===== src/rtl/mac8_pkg.sv =====
// Shared types and widths for the mac8 multiply-accumulate slice.
package mac8_pkg;

  localparam int OPND_W = 8;
  localparam int PROD_W = 16;

  typedef enum logic [1:0] {
    ACCUM = 2'd0,
    FLUSH = 2'd1,
    HOLD  = 2'd2
  } state_e;

endpackage


===== src/rtl/mac8_ctrl.sv =====
// Frame controller: ACCUM -> FLUSH -> HOLD sequencing with registered in_ready/out_valid.
module mac8_ctrl
  import mac8_pkg::*;
(
  input  logic clk,
  input  logic rst_n,
  input  logic i_accept,
  input  logic i_last,
  input  logic i_last_added,
  input  logic i_consume,
  output logic o_in_ready,
  output logic o_out_valid
);

  state_e r_state;
  logic   r_in_ready;
  logic   r_out_valid;

  // NOTE: non-blocking assignments so every register samples pre-edge values.
  always_ff @(posedge clk or negedge rst_n) begin
    if (!rst_n) begin
      r_state     <= ACCUM;
      r_in_ready  <= 1'b0;
      r_out_valid <= 1'b0;
    end else begin
      case (r_state)
        ACCUM: begin
          r_in_ready <= 1'b1;
          if (i_accept && i_last) begin
            r_state    <= FLUSH;
            r_in_ready <= 1'b0;
          end
        end
        FLUSH: begin
          if (i_last_added) begin
            r_state     <= HOLD;
            r_out_valid <= 1'b1;
          end
        end
        HOLD: begin
          if (i_consume) begin
            r_state     <= ACCUM;
            r_out_valid <= 1'b0;
            r_in_ready  <= 1'b1;
          end
        end
        default: begin
          r_state     <= ACCUM;
          r_in_ready  <= 1'b0;
          r_out_valid <= 1'b0;
        end
      endcase
    end
  end

  assign o_in_ready  = r_in_ready;
  assign o_out_valid = r_out_valid;

endmodule


===== src/rtl/multiplier_8bits_version15.sv =====
// Combinational 8x8 unsigned array multiplier: sum of shifted AND partial products.
module multiplier_8bits_version15
  import mac8_pkg::*;
(
  input  logic [OPND_W-1:0] i_a,
  input  logic [OPND_W-1:0] i_b,
  output logic [PROD_W-1:0] o_prod
);

  logic [PROD_W-1:0] w_sum;

  always_comb begin
    // NOTE: default assignment first so this block can never infer a latch.
    w_sum = '0;
    for (int i = 0; i < OPND_W; i++) begin
      w_sum = w_sum + ({{(PROD_W-OPND_W){1'b0}}, i_a & {OPND_W{i_b[i]}}} << i);
    end
  end

  assign o_prod = w_sum;

endmodule


===== src/rtl/mac8_accumulator.sv =====
// Pipelined 8x8 MAC summing one frame of products; define MAC8_SATURATE_EN to clamp
// the accumulator on carry-out instead of wrapping.
module mac8_accumulator
  import mac8_pkg::*;
#(
  parameter int ACC_W = 24,
  parameter int CNT_W = 8
) (
  input  logic              clk,
  input  logic              rst_n,
  input  logic              in_valid,
  output logic              in_ready,
  input  logic [OPND_W-1:0] in_a,
  input  logic [OPND_W-1:0] in_b,
  input  logic              in_last,
  output logic              out_valid,
  input  logic              out_ready,
  output logic [ACC_W-1:0]  out_acc,
  output logic [CNT_W-1:0]  out_count,
  output logic              out_ovf
);

  logic              w_accept;
  logic              w_consume;
  logic              w_last_added;
  logic [PROD_W-1:0] w_prod;
  logic [ACC_W:0]    w_sum;

  logic [OPND_W-1:0] r_a_q;
  logic [OPND_W-1:0] r_b_q;
  logic              r_last_q;
  logic              r_v0;
  logic [PROD_W-1:0] r_prod_q;
  logic              r_last1;
  logic              r_v1;
  logic [ACC_W-1:0]  r_acc;
  logic [CNT_W-1:0]  r_count;
  logic              r_ovf;

  assign w_accept     = in_valid & in_ready;
  assign w_consume    = out_valid & out_ready;
  assign w_last_added = r_v1 & r_last1;
  assign w_sum        = {1'b0, r_acc} + {{(ACC_W+1-PROD_W){1'b0}}, r_prod_q};

  mac8_ctrl u_ctrl (
    .clk          (clk),
    .rst_n        (rst_n),
    .i_accept     (w_accept),
    .i_last       (in_last),
    .i_last_added (w_last_added),
    .i_consume    (w_consume),
    .o_in_ready   (in_ready),
    .o_out_valid  (out_valid)
  );

  multiplier_8bits_version15 u_mul (
    .i_a    (r_a_q),
    .i_b    (r_b_q),
    .o_prod (w_prod)
  );

  // Valid bits travel with the data so bubbles never reach the accumulator.
  always_ff @(posedge clk or negedge rst_n) begin
    if (!rst_n) begin
      r_a_q    <= '0;
      r_b_q    <= '0;
      r_last_q <= 1'b0;
      r_v0     <= 1'b0;
      r_prod_q <= '0;
      r_last1  <= 1'b0;
      r_v1     <= 1'b0;
    end else begin
      r_v0 <= w_accept;
      if (w_accept) begin
        r_a_q    <= in_a;
        r_b_q    <= in_b;
        r_last_q <= in_last;
      end
      r_v1 <= r_v0;
      if (r_v0) begin
        r_prod_q <= w_prod;
        r_last1  <= r_last_q;
      end
    end
  end

  always_ff @(posedge clk or negedge rst_n) begin
    if (!rst_n) begin
      r_acc   <= '0;
      r_count <= '0;
      r_ovf   <= 1'b0;
    end else if (w_consume) begin
      r_acc   <= '0;
      r_count <= '0;
      r_ovf   <= 1'b0;
    end else begin
      if (w_accept) begin
        r_count <= r_count + CNT_W'(1);
      end
      if (r_v1) begin
        r_ovf <= r_ovf | w_sum[ACC_W];
`ifdef MAC8_SATURATE_EN
        r_acc <= (r_ovf || w_sum[ACC_W]) ? {ACC_W{1'b1}} : w_sum[ACC_W-1:0];
`else
        r_acc <= w_sum[ACC_W-1:0];
`endif
      end
    end
  end

  assign out_acc   = r_acc;
  assign out_count = r_count;
  assign out_ovf   = r_ovf;

endmodule


===== config.mk =====
export PLATFORM = sky130hd
export DESIGN_NAME = mac8_accumulator
export DESIGN_NICKNAME = d
export VERILOG_FILES = /design/src/rtl/mac8_pkg.sv /design/src/rtl/mac8_ctrl.sv /design/src/rtl/multiplier_8bits_version15.sv /design/src/rtl/mac8_accumulator.sv
export SDC_FILE = /design/constraint.sdc
export NUM_CORES = 1
export LEC_CHECK = 0
export ABC_CLOCK_PERIOD_IN_PS = 8360
export BUFFER_PORTS_ARGS = -buffer_cell sky130_fd_sc_hd__buf_2
export CAP_MARGIN = 20
export CORE_UTILIZATION = 40
export CTS_CLUSTER_DIAMETER = 50
export DETAILED_ROUTE_END_ITERATION = 8
export SLEW_MARGIN = 20
export SYNTH_ARGS = -nofsm -noshare
export SYNTH_HDL_FRONTEND = slang
export SYNTH_HIERARCHICAL = 1
export SYNTH_SLANG_ARGS = --single-unit
export TNS_END_PERCENT = 5

===== constraint.sdc =====
create_clock -name clk -period 8.36 [get_ports clk]
set_clock_uncertainty 0.15 [all_clocks]
set_input_delay 0.418 -clock clk [delete_from_list [all_inputs] [get_ports clk]]
set_output_delay 0.418 -clock clk [all_outputs]
set_load 0.03 [all_outputs]

==> results of run 1 <==
[cells in the final DEF, fill, tap and decap left out, types with 11 or more instances in the layout]
| master | synthesis | routed |
|---|---|---|
| nor2_1 | 25 | 25 |
| nand2_1 | 48 | 48 |
| a21o_1 | 11 | 11 |
| buf_2 | 0 | 54 |
| mux2i_1 | 17 | 17 |
| fa_1 | 35 | 35 |
| a21oi_1 | 28 | 28 |
| and2_1 | 49 | 49 |
| mux2_2 | 34 | 34 |
| ha_1 | 47 | 47 |
| dfrtp_1 | 73 | 73 |
| xnor2_1 | 17 | 17 |
| xor2_1 | 14 | 14 |
| inv_1 | 38 | 38 |
| o21ai_0 | 18 | 18 |
[stage by stage]
step	cell area, sq um	hold slack [ns]	setup slack [ns]	util
2_1_floorplan	5604	-0.02759	2.351	-
3_3_place_gp	6076	0.3122	2.134	0.4516
3_5_place_dp	6076	0.3336	1.971	0.4516
4_1_cts	6405	0.09996	1.967	0.4761
5_1_grt	6405	0.1536	1.729	0.4761
6_report	6405	0.06635	2.010	0.4761
[final timing paths]
check,start,end,slack (ns),cells past startpoint
hold / removal,rst_n,out_acc[19],0.07,1
setup / recovery,r_a_q[3],r_prod_q[13],2.01,18
min in group clk,in_b[2],r_b_q[2],0.16,2
hold reg to reg,out_ovf,out_ovf,0.34,2
max in group asynchronous,rst_n,r_a_q[5],7.39,1
setup reg to reg,r_a_q[3],r_prod_q[13],2.01,18
[area by class of cell]
class,count,area share
clock buffers,10,0.03731
clock inverters,6,0.01407
inverters,38,0.02227
multi-input cells,423,0.5610
flip-flops and latches,73,0.2852
well taps,176,0.03438
repair buffers,57,0.04571
[flip-flops by register name, summed over array words and instances (netlist names), 2 cells and up]
| signal | cells |
|---|---|
| r_b_q | 8 |
| out_acc | 24 |
| r_a_q | 8 |
| u_ctrl/r_state | 2 |
| out_count | 8 |
| r_prod_q | 16 |
[cell families after synthesis]
logic type / count (synthesis)
muxes: 51
and+or+nand+nor: 168
DFF: 73
xor gates and xnor gates: 31
buffers and inverters: 49
AOI/OAI and AO/OA: 91
adders and majority gates: 82
[Yosys cell counts, types with 5 or more instances]
library cell,instances,area share
clkbuf_1,8,0.0054
a21o_1,11,0.015
nand2b_1,5,0.0056
and3_1,5,0.0056
xnor2_1,17,0.027
nand3b_1,5,0.0067
nor2_1,25,0.017
nand2_1,48,0.032
nand3_1,10,0.0089
mux2i_1,17,0.030
inv_1,38,0.025
o21bai_1,5,0.0067
ha_1,47,0.10
o21ai_0,18,0.016
fa_1,35,0.13
a21oi_1,28,0.025
nand4_1,5,0.0056
xor2_1,14,0.022
and2_1,49,0.055
mux2_2,34,0.068
dfrtp_1,73,0.33
[worst register-to-register path: stages, from the launching register on]
cell	delay, ns
dfrtp_1	0.45
and2_1	0.21
fa_1	0.50
fa_1	0.49
ha_1	0.25
fa_1	0.42
a21o_2	0.24
a21oi_2	0.22
xnor2_1	0.18
fa_1	0.48
fa_1	0.52
fa_1	0.50
ha_1	0.25
fa_1	0.42
a21o_1	0.21
a21oi_2	0.20
o21ai_0	0.12
xor2_1	0.16
mux2_2	0.26
[layer usage]
layer,vias up,wire length [microns],GRT usage
met5,-,0,0
met4,0,239,0.07253
met3,16,284,0.03396
met2,54,5073,0.2708
met1,1960,5436,0.2206
li1,1986,-,-
==> metrics.md, run 1 <==
| Metric | Value |
|---|---|
| Clk buf depth | `2` |
| GP Congestion | `0.8443` |
| Final Max Slew Viols | `0` |
| Syn_nets | `648` |
| Largest net degree at the start of global routing | `74` |
| CP bufs+invs | `0` |
| Area of the multi-input gates | `0.003593 sq mm` |
| Final number of hold-violating endpoints | `0` |
| Number of max-cap violations | `0` |
| Worst EP arrival | `6.42 ns` |
| Vias in the first global route | `4116` |
| Clk slew on worst S/H paths | `0.06 ns` |
| Async set-reset flop share out of synthesis | `1.000` |
| Starting density of the core | `0.4166` |
| Non-Filler Instances | `783` |
| Setup-failing EPs final | `0` |
| Measured slew at the worst slew-check pin | `0.9307 ns` |
| CP Launch Type | `flip-flop` |
| Synth warnings | `6` |
| Rows | `42` |
| Min Clock Period, post-route | `6.350 ns` |
| Final HPWL DP | `8.446 mm` |
| CTS Buf Count | `9` |
| Avg Cell Area, Syn | `10.28 sq um` |
| Top FF cell, synth | `dfrtp_1` |
| Complex-gate fraction of the synthesized area | `0.1067` |
| Area grow syn2layout | `14.29%` |
| CP max FO | `9` |
| GRT Total Usage | `0.1685` |
| Die area | `0.01449 sq mm` |
| # port buffers | `55` |
| Mux contribution to synthesized area | `0.09868` |
| XOR/XNOR Fraction of Synth Area | `0.04845` |
| Clk Latency, worst-skew pair | `0.34 ns` |
| RSZ-0062 raised after global routing | `false` |
| Grt total ovfl | `0` |
| PostCTS Resize Cnt | `0` |
| CTS HTree Levels | `3` |
| Post-CTS setup buffers | `0` |
| Cell Chain, Critical Path | `and2_1 > fa_1 > fa_1 > ha_1 > fa_1 > a21o_2 > a21oi_2 > xnor2_1 > fa_1 > fa_1 > fa_1 > ha_1 > fa_1 > a21o_1 > a21oi_2 > o21ai_0 > xor2_1 > mux2_2` |
| CP peak stage delay | `0.52 ns` |
| Synthesized instance count | `545` |
| Fin crit share | `0.7596` |
| Initial DRT Pass Iterations | `4` |
| Cell count after placement | `767` |
| Core area | `0.01345 sq mm` |
| CP Data Required Time | `8.43 ns` |
| Vias | `4016` |
| Critical path class | `reg2reg` |
| Nets | `705` |
| Endpoint type of the worst setup path | `flip-flop` |
| Simple-gate portion of the synthesized area | `0.1574` |
| First-pass GRT wire length | `19.19 mm` |
| Cell mode on critical path | `fa_1` |
| Post-Synth Adder-Cell Area | `0.2300` |
| Main combinational cell family by area after synthesis | `adder cells` |
| Post-synth EDFFs | `0` |
| DRC violations left | `0` |
| Final antenna-violating net count | `0` |
| Register area share after synthesis | `0.3260` |
| # IOs | `56` |
| # diodes | `0` |
| Vias per inst | `5.129` |
| Post-synthesis cell area | `0.005604 sq mm` |
| Post-synthesis cell type count | `49` |
| Initial antenna violation count | `0` |
| Slowest stage cell on the critical path | `fa_1` |
| Register Area | `0.001827 sq mm` |
| Share of cells above drive strength 1 | `0.1960` |
| Fill cells | `1292` |
| Die extent in y | `120.4 microns` |
| Status | `completed` |
| Setup TNS | `0 ns` |
| Rel. slew slack | `0.3795` |
| Fmax | `157.5 MHz` |
| Hold Path Class | `in2async` |
| TritonCTS clock tree | `yes` |
| Worst path top cell family by delay | `adder cells` |
| CTS sink count | `73` |
| Synth Register Bits | `73` |
| Initial DRC Count | `120` |
| Routed WL per cell | `14.09 microns` |
| Hold Buf Count CTS | `0` |
| Clock root buffer | `clkbuf_16` |
| Post-Route WL | `11.03 mm` |
| Width of the die | `120.4 microns` |
Power of run 1 is not shown: default switching activity piles up to over one toggle a cycle in this logic, so the estimate is an artifact.
==> run 2: changes to the inputs <==
--- a/config.mk
+++ b/config.mk
@@ -5,7 +5,7 @@
 export SDC_FILE = /design/constraint.sdc
 export NUM_CORES = 1
 export LEC_CHECK = 0
-export ABC_CLOCK_PERIOD_IN_PS = 8360
+export ABC_CLOCK_PERIOD_IN_PS = 6500
 export BUFFER_PORTS_ARGS = -buffer_cell sky130_fd_sc_hd__buf_2
 export CAP_MARGIN = 20
 export CORE_UTILIZATION = 40
==> constraint.sdc (replaced) <==
create_clock -name clk -period 6.5 [get_ports clk]
set_clock_uncertainty 0.15 [all_clocks]
set_input_delay 0.325 -clock clk [delete_from_list [all_inputs] [get_ports clk]]
set_output_delay 0.325 -clock clk [all_outputs]
set_load 0.03 [all_outputs]
==> run 2 against run 1 <==
Net effect:
- critical endpoint unchanged
- maximum frequency rose by 2.0%
- non-clock buffer count rose by 4
- the run now ends with negative hold slack left
- via count rose by 0.90%
==> metrics.md, run 2 (synthesis gave the netlist of run 1 again) <==
| Metric | Value |
|---|---|
| Area grow syn2layout | `15.96% (was 14.29%)` |
| Failing checks | `negative hold slack` |
| Clk buf depth | `2 (unchanged)` |
| Die area | `0.01449 sq mm (unchanged)` |
| Post-Route WL | `11.21 mm (was 11.03 mm)` |
| Largest net degree at the start of global routing | `74 (unchanged)` |
| # IOs | `56 (unchanged)` |
| Initial DRT Pass Iterations | `4 (unchanged)` |
| DRC violations left | `0 (unchanged)` |
| # diodes | `0 (unchanged)` |
| CTS HTree Levels | `3 (unchanged)` |
| CTS Buf Count | `9 (unchanged)` |
| Initial DRC Count | `192 (was 120)` |
| Hold Buf Count CTS | `0 (unchanged)` |
| Fin crit share | `0.9582 (was 0.7596)` |
| Fmax | `160.6 MHz (was 157.5 MHz)` |
| # port buffers | `55 (unchanged)` |
| CP max FO | `8 (was 9)` |
| Measured slew at the worst slew-check pin | `0.9309 ns (was 0.9307 ns)` |
| CP Data Required Time | `6.58 ns (was 8.43 ns)` |
| Nets | `709 (was 705)` |
| GRT Total Usage | `0.1722 (was 0.1685)` |
| Setup-failing EPs final | `0 (unchanged)` |
| CTS sink count | `73 (unchanged)` |
| Fin util | `0.4831 (was 0.4761)` |
| Worst EP arrival | `6.31 ns (was 6.42 ns)` |
| Initial antenna violation count | `0 (unchanged)` |
| Clk slew on worst S/H paths | `0.06 ns (about the same)` |
| Core area | `0.01345 sq mm (unchanged)` |
| Critical path class | `reg2reg (unchanged)` |
| Final antenna-violating net count | `0 (unchanged)` |
| Number of max-cap violations | `0 (unchanged)` |
| Reg2reg end | `r_prod_q[13] (unchanged)` |
| Vias per inst | `5.149 (was 5.129)` |
| Final number of hold-violating endpoints | `41 (was 0)` |
| Clock root buffer | `clkbuf_16 (unchanged)` |
| Routed WL per cell | `14.24 microns (was 14.09 microns)` |
| Grt total ovfl | `0 (unchanged)` |
| Largest register FFs | `24 (unchanged)` |
| Vias | `4052 (was 4016)` |
| Commonest non-fill, non-tap cell in the layout | `dfrtp_1 (unchanged)` |
| Rel. slew slack | `0.3794 (was 0.3795)` |
| Setup TNS | `0 ns (unchanged)` |
| Commonest cells after routing, fill and taps aside | `dfrtp_1, buf_2, and2_1, nand2_1, ha_1 (unchanged)` |
| Endpoint type of the worst setup path | `flip-flop (unchanged)` |
| Final HPWL DP | `8.534 mm (was 8.446 mm)` |
| FF-to-FF path depth | `19 (was 18)` |
| Rows | `42 (unchanged)` |
| Status | `finished, violations left (was completed)` |
| Min Clock Period, post-route | `6.228 ns (was 6.350 ns)` |
| GP Congestion | `0.8496 (was 0.8443)` |
| TritonCTS clock tree | `yes (unchanged)` |
| First-pass GRT wire length | `19.62 mm (was 19.19 mm)` |
| Fill cells | `1311 (was 1292)` |
| Die extent in y | `120.4 microns (unchanged)` |
| RSZ-0062 raised after global routing | `false (unchanged)` |
| Share of cells above drive strength 1 | `0.2160 (was 0.1960)` |
| WHS | `-0.02620 ns (was 0.06635 ns)` |
| R2R Setup Slk | `0.27 ns (was 2.01 ns)` |
| Final Max Slew Viols | `0 (unchanged)` |
| Reg2reg start | `r_b_q[0] (was r_a_q[3])` |
| Vias in the first global route | `4176 (was 4116)` |
| Hold Path Class | `in2async (unchanged)` |
| Width of the die | `120.4 microns (unchanged)` |
| CP Launch Type | `flip-flop (unchanged)` |
| Clk Latency, worst-skew pair | `0.35 ns (was 0.34 ns)` |
| Starting density of the core | `0.4166 (unchanged)` |
[run 2: changes by cell type in the layout (fill, tap and decap cells not counted), sizes merged]
cell	previous run	this run
buf	57	61
bufinv	2	3
clkinv	2	1
[run 2: timing repair]
item | 4_1_cts | 5_1_grt
hold endpoints to repair | 0 | 0
gates resized for setup | 0 | 13
buffers inserted | 0 | 3
setup endpoints to repair | 0 | 5
[run 2: metrics by stage]
| step | instance area (sq um) | std cells | setup WS [ns] | hold WS [ns] |
|---|---|---|---|---|
| after CTS | 6427 | 784 | 0.1039 | 0.01695 |
| after global routing | 6499 | 787 | 0.006728 | 0.05228 |
| after floorplan | 5604 | 545 | 0.4911 | -0.1206 |
| after global placement | 6083 | 768 | 0.2718 | 0.3122 |
| final | 6499 | 787 | 0.2716 | -0.02620 |
| after detailed placement | 6083 | 768 | 0.1034 | 0.3392 |
[run 2: metal layers]
metal | vias up | wire length, microns | GRT usage
li1 | 1998 | - | -
met1 | 1991 | 5314 | 0.2207
met2 | 49 | 5377 | 0.2859
met3 | 14 | 351 | 0.03962
met4 | 0 | 165 | 0.05864
met5 | - | 0 | 0
[run 2: critical path, stage by stage (launching register included)]
cell and delay [ns]:
dfrtp_2 0.45, and2_1 0.18, fa_1 0.54, inv_1 0.06, fa_1 0.53, inv_1 0.07, fa_1 0.46, a21o_2 0.25
a21oi_4 0.19, xnor2_1 0.16, fa_1 0.46, fa_1 0.53, fa_1 0.50, ha_1 0.25, fa_1 0.42, a21o_1 0.23
a21oi_4 0.16, o21ai_0 0.11, xor2_1 0.16, mux2_2 0.26
[run 2: worst max path at each step]
| stage | from | end | slack, ns | cells after the start |
|---|---|---|---|---|
| after detailed placement | r_a_q[4] | r_prod_q[13] | 0.10 | 21 |
| final | r_b_q[0] | r_prod_q[13] | 0.27 | 19 |
| after global routing | r_b_q[0] | r_prod_q[13] | 0.007 | 19 |
| after global placement | r_a_q[3] | r_prod_q[13] | 0.27 | 18 |
| after CTS | r_a_q[4] | r_prod_q[13] | 0.10 | 21 |
| after floorplan | r_a_q[3] | r_prod_q[13] | 0.49 | 18 |
[run 2: cell type report]
| type | instances | area, sq um | area share |
|---|---|---|---|
| repair buffers | 61 | 322.8 | 0.04967 |
| inverters | 38 | 142.6 | 0.02195 |
| clock inverters | 6 | 115.1 | 0.01771 |
| clock buffers | 10 | 229.0 | 0.03523 |
| flip-flops and latches | 73 | 1832 | 0.2819 |
| well taps | 176 | 220.2 | 0.03389 |
| multi-input cells | 423 | 3637 | 0.5597 |
Power of run 2 is left out for the same reason.
